--- config.mk ---
export PLATFORM = sky130hd
export DESIGN_NAME = pipe_track
export DESIGN_NICKNAME = d
export VERILOG_FILES = /design/src/rtl/pipe_track.sv
export SDC_FILE = /design/constraint.sdc
export NUM_CORES = 1
export LEC_CHECK = 0
export ABC_AREA = 1
export CAP_MARGIN = 10
export CORE_MARGIN = 2
export CORE_UTILIZATION = 50
export DETAILED_ROUTE_END_ITERATION = 7
export PLACE_DENSITY = 0.86
export SYNTH_ARGS = -nofsm -noshare
export SYNTH_HDL_FRONTEND = slang
export SYNTH_SLANG_ARGS = --single-unit
--- constraint.sdc ---
create_clock -name clk -period 4.4 [get_ports clk]
set_input_delay 0.44 -clock clk [delete_from_list [all_inputs] [get_ports clk]]
set_output_delay 0.44 -clock clk [all_outputs]
set_load 0.02 [all_outputs]
--- src/rtl/pipe_track.sv ---
// In-order pipeline stage tracker with hold, flush and bubble insertion, a youngest-match
// forwarding lookup, and retire/bubble counters. Zero-latency lookup; a hold stalls the front.
module pipe_track #(
  parameter int          DEPTH = 4,
  parameter int          WIDTH = 32,
  parameter int          RD_W  = 5,
  parameter logic [WIDTH-1:0] NOP = 32'h00000013,
  localparam int         SW    = $clog2(DEPTH)
) (
  input  logic                   clk,
  input  logic                   rst_n,
  input  logic                   in_valid,
  output logic                   in_ready,
  input  logic [WIDTH-1:0]       in_data,
  input  logic [RD_W-1:0]        in_rd,
  input  logic                   in_wr,
  input  logic                   in_load,
  input  logic                   hold_en,
  input  logic [SW-1:0]          hold_stage,
  input  logic                   flush_en,
  input  logic [SW-1:0]          flush_stage,
  input  logic [RD_W-1:0]        q_rs,
  output logic                   fwd_hit,
  output logic [SW-1:0]          fwd_sel,
  output logic                   fwd_load,
  output logic [DEPTH-1:0]       stage_valid,
  output logic [DEPTH*WIDTH-1:0] stage_data,
  output logic                   out_valid,
  output logic [WIDTH-1:0]       out_data,
  output logic [31:0]            retire_cnt,
  output logic [31:0]            bubble_cnt
);

  logic [DEPTH-1:0] vld_q, vld_d, wr_q, wr_d, ld_q, ld_d;
  logic [WIDTH-1:0] dat_q [DEPTH];
  logic [WIDTH-1:0] dat_d [DEPTH];
  logic [RD_W-1:0]  rd_q  [DEPTH];
  logic [RD_W-1:0]  rd_d  [DEPTH];
  logic [31:0]      retire_q, retire_d, bubble_q, bubble_d;

  // prv_* is what each stage would receive on a plain advance; slot 0 is the input bundle
  logic [DEPTH-1:0] prv_vld, prv_wr, prv_ld;
  logic [WIDTH-1:0] prv_dat [DEPTH];
  logic [RD_W-1:0]  prv_rd  [DEPTH];

  int   hs, fs;
  logic freeze;

  always_comb begin
    hs = (int'(hold_stage)  > DEPTH - 1) ? DEPTH - 1 : int'(hold_stage);
    fs = (int'(flush_stage) > DEPTH - 1) ? DEPTH - 1 : int'(flush_stage);
    freeze   = hold_en & ~flush_en & (hs == DEPTH - 1);
    in_ready = ~hold_en | flush_en;
  end

  always_comb begin
    prv_vld    = '0;
    prv_wr     = '0;
    prv_ld     = '0;
    prv_vld[0] = in_valid;
    prv_wr[0]  = in_valid & in_wr;
    prv_ld[0]  = in_valid & in_load;
    prv_dat[0] = in_valid ? in_data : NOP;
    prv_rd[0]  = in_valid ? in_rd : '0;
    for (int i = 1; i < DEPTH; i++) begin
      prv_vld[i] = vld_q[i-1];
      prv_wr[i]  = wr_q[i-1];
      prv_ld[i]  = ld_q[i-1];
      prv_dat[i] = dat_q[i-1];
      prv_rd[i]  = rd_q[i-1];
    end
  end

  always_comb begin
    vld_d    = vld_q;
    wr_d     = wr_q;
    ld_d     = ld_q;
    dat_d    = dat_q;
    rd_d     = rd_q;
    bubble_d = bubble_q;
    for (int i = 0; i < DEPTH; i++) begin
      if (flush_en) begin
        if (i <= fs) begin
          vld_d[i] = 1'b0;  wr_d[i] = 1'b0;  ld_d[i] = 1'b0;
          dat_d[i] = NOP;   rd_d[i] = '0;
          bubble_d = bubble_d + {31'd0, vld_q[i]};
        end else begin
          vld_d[i] = prv_vld[i];  wr_d[i] = prv_wr[i];  ld_d[i] = prv_ld[i];
          dat_d[i] = prv_dat[i];  rd_d[i] = prv_rd[i];
        end
      end else if (hold_en) begin
        if (i == hs + 1) begin
          vld_d[i] = 1'b0;  wr_d[i] = 1'b0;  ld_d[i] = 1'b0;
          dat_d[i] = NOP;   rd_d[i] = '0;
          bubble_d = bubble_d + 32'd1;
        end else if (i > hs + 1) begin
          vld_d[i] = prv_vld[i];  wr_d[i] = prv_wr[i];  ld_d[i] = prv_ld[i];
          dat_d[i] = prv_dat[i];  rd_d[i] = prv_rd[i];
        end
      end else begin
        vld_d[i] = prv_vld[i];  wr_d[i] = prv_wr[i];  ld_d[i] = prv_ld[i];
        dat_d[i] = prv_dat[i];  rd_d[i] = prv_rd[i];
      end
    end
    retire_d = retire_q + {31'd0, vld_q[DEPTH-1] & ~freeze};
  end

  always_ff @(posedge clk or negedge rst_n) begin
    if (!rst_n) begin
      vld_q    <= '0;
      wr_q     <= '0;
      ld_q     <= '0;
      retire_q <= '0;
      bubble_q <= '0;
      for (int i = 0; i < DEPTH; i++) begin
        dat_q[i] <= NOP;
        rd_q[i]  <= '0;
      end
    end else begin
      vld_q    <= vld_d;
      wr_q     <= wr_d;
      ld_q     <= ld_d;
      dat_q    <= dat_d;
      rd_q     <= rd_d;
      retire_q <= retire_d;
      bubble_q <= bubble_d;
    end
  end

  // Scan oldest to youngest so the youngest match is the one left standing
  always_comb begin
    fwd_hit  = 1'b0;
    fwd_sel  = '0;
    fwd_load = 1'b0;
    for (int i = DEPTH - 1; i >= 0; i--) begin
      if (vld_q[i] && wr_q[i] && (rd_q[i] == q_rs) && (q_rs != '0)) begin
        fwd_hit  = 1'b1;
        fwd_sel  = SW'(i);
        fwd_load = ld_q[i];
      end
    end
  end

  always_comb begin
    stage_data = '0;
    for (int i = 0; i < DEPTH; i++) stage_data[i*WIDTH +: WIDTH] = dat_q[i];
  end

  assign stage_valid = vld_q;
  assign out_valid   = vld_q[DEPTH-1];
  assign out_data    = dat_q[DEPTH-1];
  assign retire_cnt  = retire_q;
  assign bubble_cnt  = bubble_q;

endmodule

==> metrics.md <==
| Metric | Value |
|---|---|
| Critical path capture point type | flip-flop |
| Avg Inst Size Synth | 7.402 um2 |
| Status | finished with violations |
| Crit path from | stage_valid[0] |
| Yosys cell types | 49 |
| Layout Cells excl Fill | 2666 |
| H-tree levels | 1 |
| I/O pins | 287 |
| TritonRoute pass-1 iters | 5 |
| Clock skew | 32.33 ps |
| Vias in the first global route | 14520 |
| Number of fill cells | 2134 |
| Slowest cell on crit path | dfrtp_2 |
| Initial core utilization | 51.13% |
| Mapped Cells | 1872 |
| CTS sink cnt | 224 |
| Layout cells sized above 1 | 14.95% |
| MaxCap Viol Count | 0 |
| WP data arrival | 4590 ps |
| P_leak | 8.550 nW |
| Detail Route Antenna Nets | 0 |
| EDFF count, synth | 0 |
| Critical Path Start Type | flip-flop |
| Tmin final | 4121 ps |
| Clk buf depth | 3 |
| Power Density | 298.3 nW/um2 |
| Post-synthesis cell area | 13860 um2 |
| Synth area leader | dfrtp_1 |
| IO Port Bufs | 286 |
| Worst path max stage delay | 440 ps |
| DRC violations left | 0 |
| CTS tree | yes |
| Reg2reg start | stage_valid[0] |
| Final worst-path cycle share | 93.66% |
| Nets | 2340 |
| Top cell type's share of synthesized area | 38.28% |
| Final WS setup | 278.9 ps |
| Count of final max-slew check failures | 0 |
| Final Hold Viols | 11 |
| DR vias/cell | 5.559 |
| Maximum VDD drop | 320.2 uV |
| Clock Latency Late Sink | 560 ps |
| Die width | 170.5 um |
| Core area | 27100 um2 |
| Detailed Route Iter0 Violations | 1500 |
| Most used cell, CP | inv_1 |
| Multi-input gate area | 6869 um2 |
| Post-synthesis sequential area ratio | 40.56% |
| Final Setup Violations | 0 |
| Critical path fanouts, max | 4 |
| Root Buffer Master | clkbuf_16 |
| DRT Wirelength | 48.53 mm |
| Area growth syn-to-layout | 37.25% |
| Worst Tran Pin Value | 1230 ps |
| Clk slew on worst S/H paths | 60 ps |
| Initial antenna violation count | 0 |
| Register Area | 5622 um2 |
| Failing checks | hold timing |
| Row cnt | 60 |
| FMAX | 242.7 MHz |
| Die H | 170.5 um |
| Post-synth top cells | 474 x nand2_1, 264 x inv_1, 212 x dfrtp_1, 191 x nor2_1, 150 x nand3_1 |
| Top_reg_cell synth | dfrtp_1 |
| Total CTS buffers | 26 |
| WS Path Type | reg2reg |
| Relative slew slack | 17.52% |
| Placed cell count | 2611 |
| Synth top area cells | dfrtp_1 38%, nand2_1 13%, inv_1 7.2% |
| CTS Hold Buffers Added | 0 |
| Hold crit path type | in2async |
| Post-synth ARST share | 100.0% |
| Final HPWL DP | 36.18 mm |
| Global route total overflow | 0 |
| Routability cong. | 0.9211 |
| Worst slack, placed | -98.55 ps |
| GRT Overall Usage | 33.35% |
| Vias | 14820 |
| Most frequent cell after synthesis | nand2_1 |
| Crit path required time | 4870 ps |
| Routed len/inst | 18.20 um |
| RSZ-0062 raised after global routing | yes |
| First-pass GRT wire length | 76.37 mm |
| Die area | 29060 um2 |
| Worst hold slack | -40.04 ps |
| Yosys Warn Count | 0 |
| Syn_nets | 1938 |
| Antenna cells | 0 |
| Largest net degree at the start of global routing | 113 |
| Flops & latches, synth | 224 |
[power breakdown]
part           leakage, nW  switching [W]  total (W)  internal, W
Clock                0.406       0.000901    0.00213      0.00123
Sequential            2.97       0.000109    0.00227      0.00216
Combinational         5.18       0.000797    0.00127     0.000476
[placed cells by master (no fill, tap or decap), drive strengths merged, types with 10 or more instances in the layout]
cell,count
a32o,27
o22ai,17
buf,170
clkbuf,39
clkinv,11
inv,279
nand3b,10
dfstp,12
nand3,155
o41ai,31
o21ai,71
nand2,493
o32ai,40
nor3,25
xnor2,15
ha,13
nor2,232
clkdlybuf4s50,285
xor2,50
a21oi,23
dfrtp,212
nand4,52
[flip-flops by register name, indices dropped and copies added (netlist names)]
| name | flops |
|---|---|
| stage_data | 96 |
| bubble_cnt | 32 |
| out_data | 32 |
| retire_cnt | 32 |
| prv_rd | 15 |
| rd_q | 5 |
| ld_q | 4 |
| stage_valid | 4 |
| wr_q | 4 |
[stage by stage]
step	hold slack [ps]	utilization, %	setup TNS, ps	power [W]	cell area [um2]
floorplan	144.4	-	0	0.002945	13860
global route	41.62	70.18	-125.9	0.005887	19020
global placement	459.9	66.37	0	0.003489	17990
CTS	5.880	69.49	0	0.005644	18830
finish	-40.04	70.18	0	0.005673	19020
detailed placement	468.3	66.37	-248.2	0.003524	17990
[final cells by class]
class,instances,share of cell area (%)
multi-input cells,1283,36.12
flip-flops and latches,224,29.56
repair buffers,455,21.82
inverters,284,5.605
clock buffers,39,3.888
well taps,372,2.447
clock inverters,9,0.5658
[per-layer routing]
metal | track usage [%] | vias up | wire length (um) | part of all wire [%]
li1 | - | 6948 | - | -
met1 | 43.32 | 7078 | 19750 | 41
met2 | 56.08 | 688 | 23070 | 48
met3 | 6.558 | 105 | 4144 | 8.5
met4 | 10.85 | 0 | 1572 | 3.2
met5 | 0 | - | 0 | 0
[critical path, delay by kind of cell, from the launching register on]
kind	cells	cell delay, ps
AO/OA/AOI/OAI	4	670
adder cells (fa/ha/maj)	5	1240
buffers and inverters	7	480
flip-flops	1	440
AND/OR/NAND/NOR	13	1220
[cell families (layout without fill, tap and decap cells)]
kind of cell | Yosys count | after routing | share of synthesized area [%]
XOR/XNOR | 65 | 65 | 4.163
buffers and inverters | 365 | 787 | 10.89
AND/OR/NAND/NOR | 976 | 976 | 31.27
adder cells (fa/ha/maj) | 13 | 13 | 1.174
flip-flops | 224 | 224 | 40.56
AO/OA/AOI/OAI | 229 | 229 | 11.95
[worst paths after layout]
kind / endpoint / slack [ps] / cells past startpoint
worst min-delay path: stage_data[31] / -40 / 1
max in group asynchronous: stage_data[2] / 3250 / 2
worst max-delay path: bubble_cnt[28] / 280 / 29
min in group clk: stage_data[4] / 450 / 3
worst min register to register: retire_cnt[31] / 480 / 1
worst max register to register: bubble_cnt[28] / 280 / 29
[repair_timing]
action,in CTS,in global routing
setup endpoints to repair,0,22
resized for setup,0,39
setup buffers,0,7
Note: power is estimated with default switching activity, not from simulation.
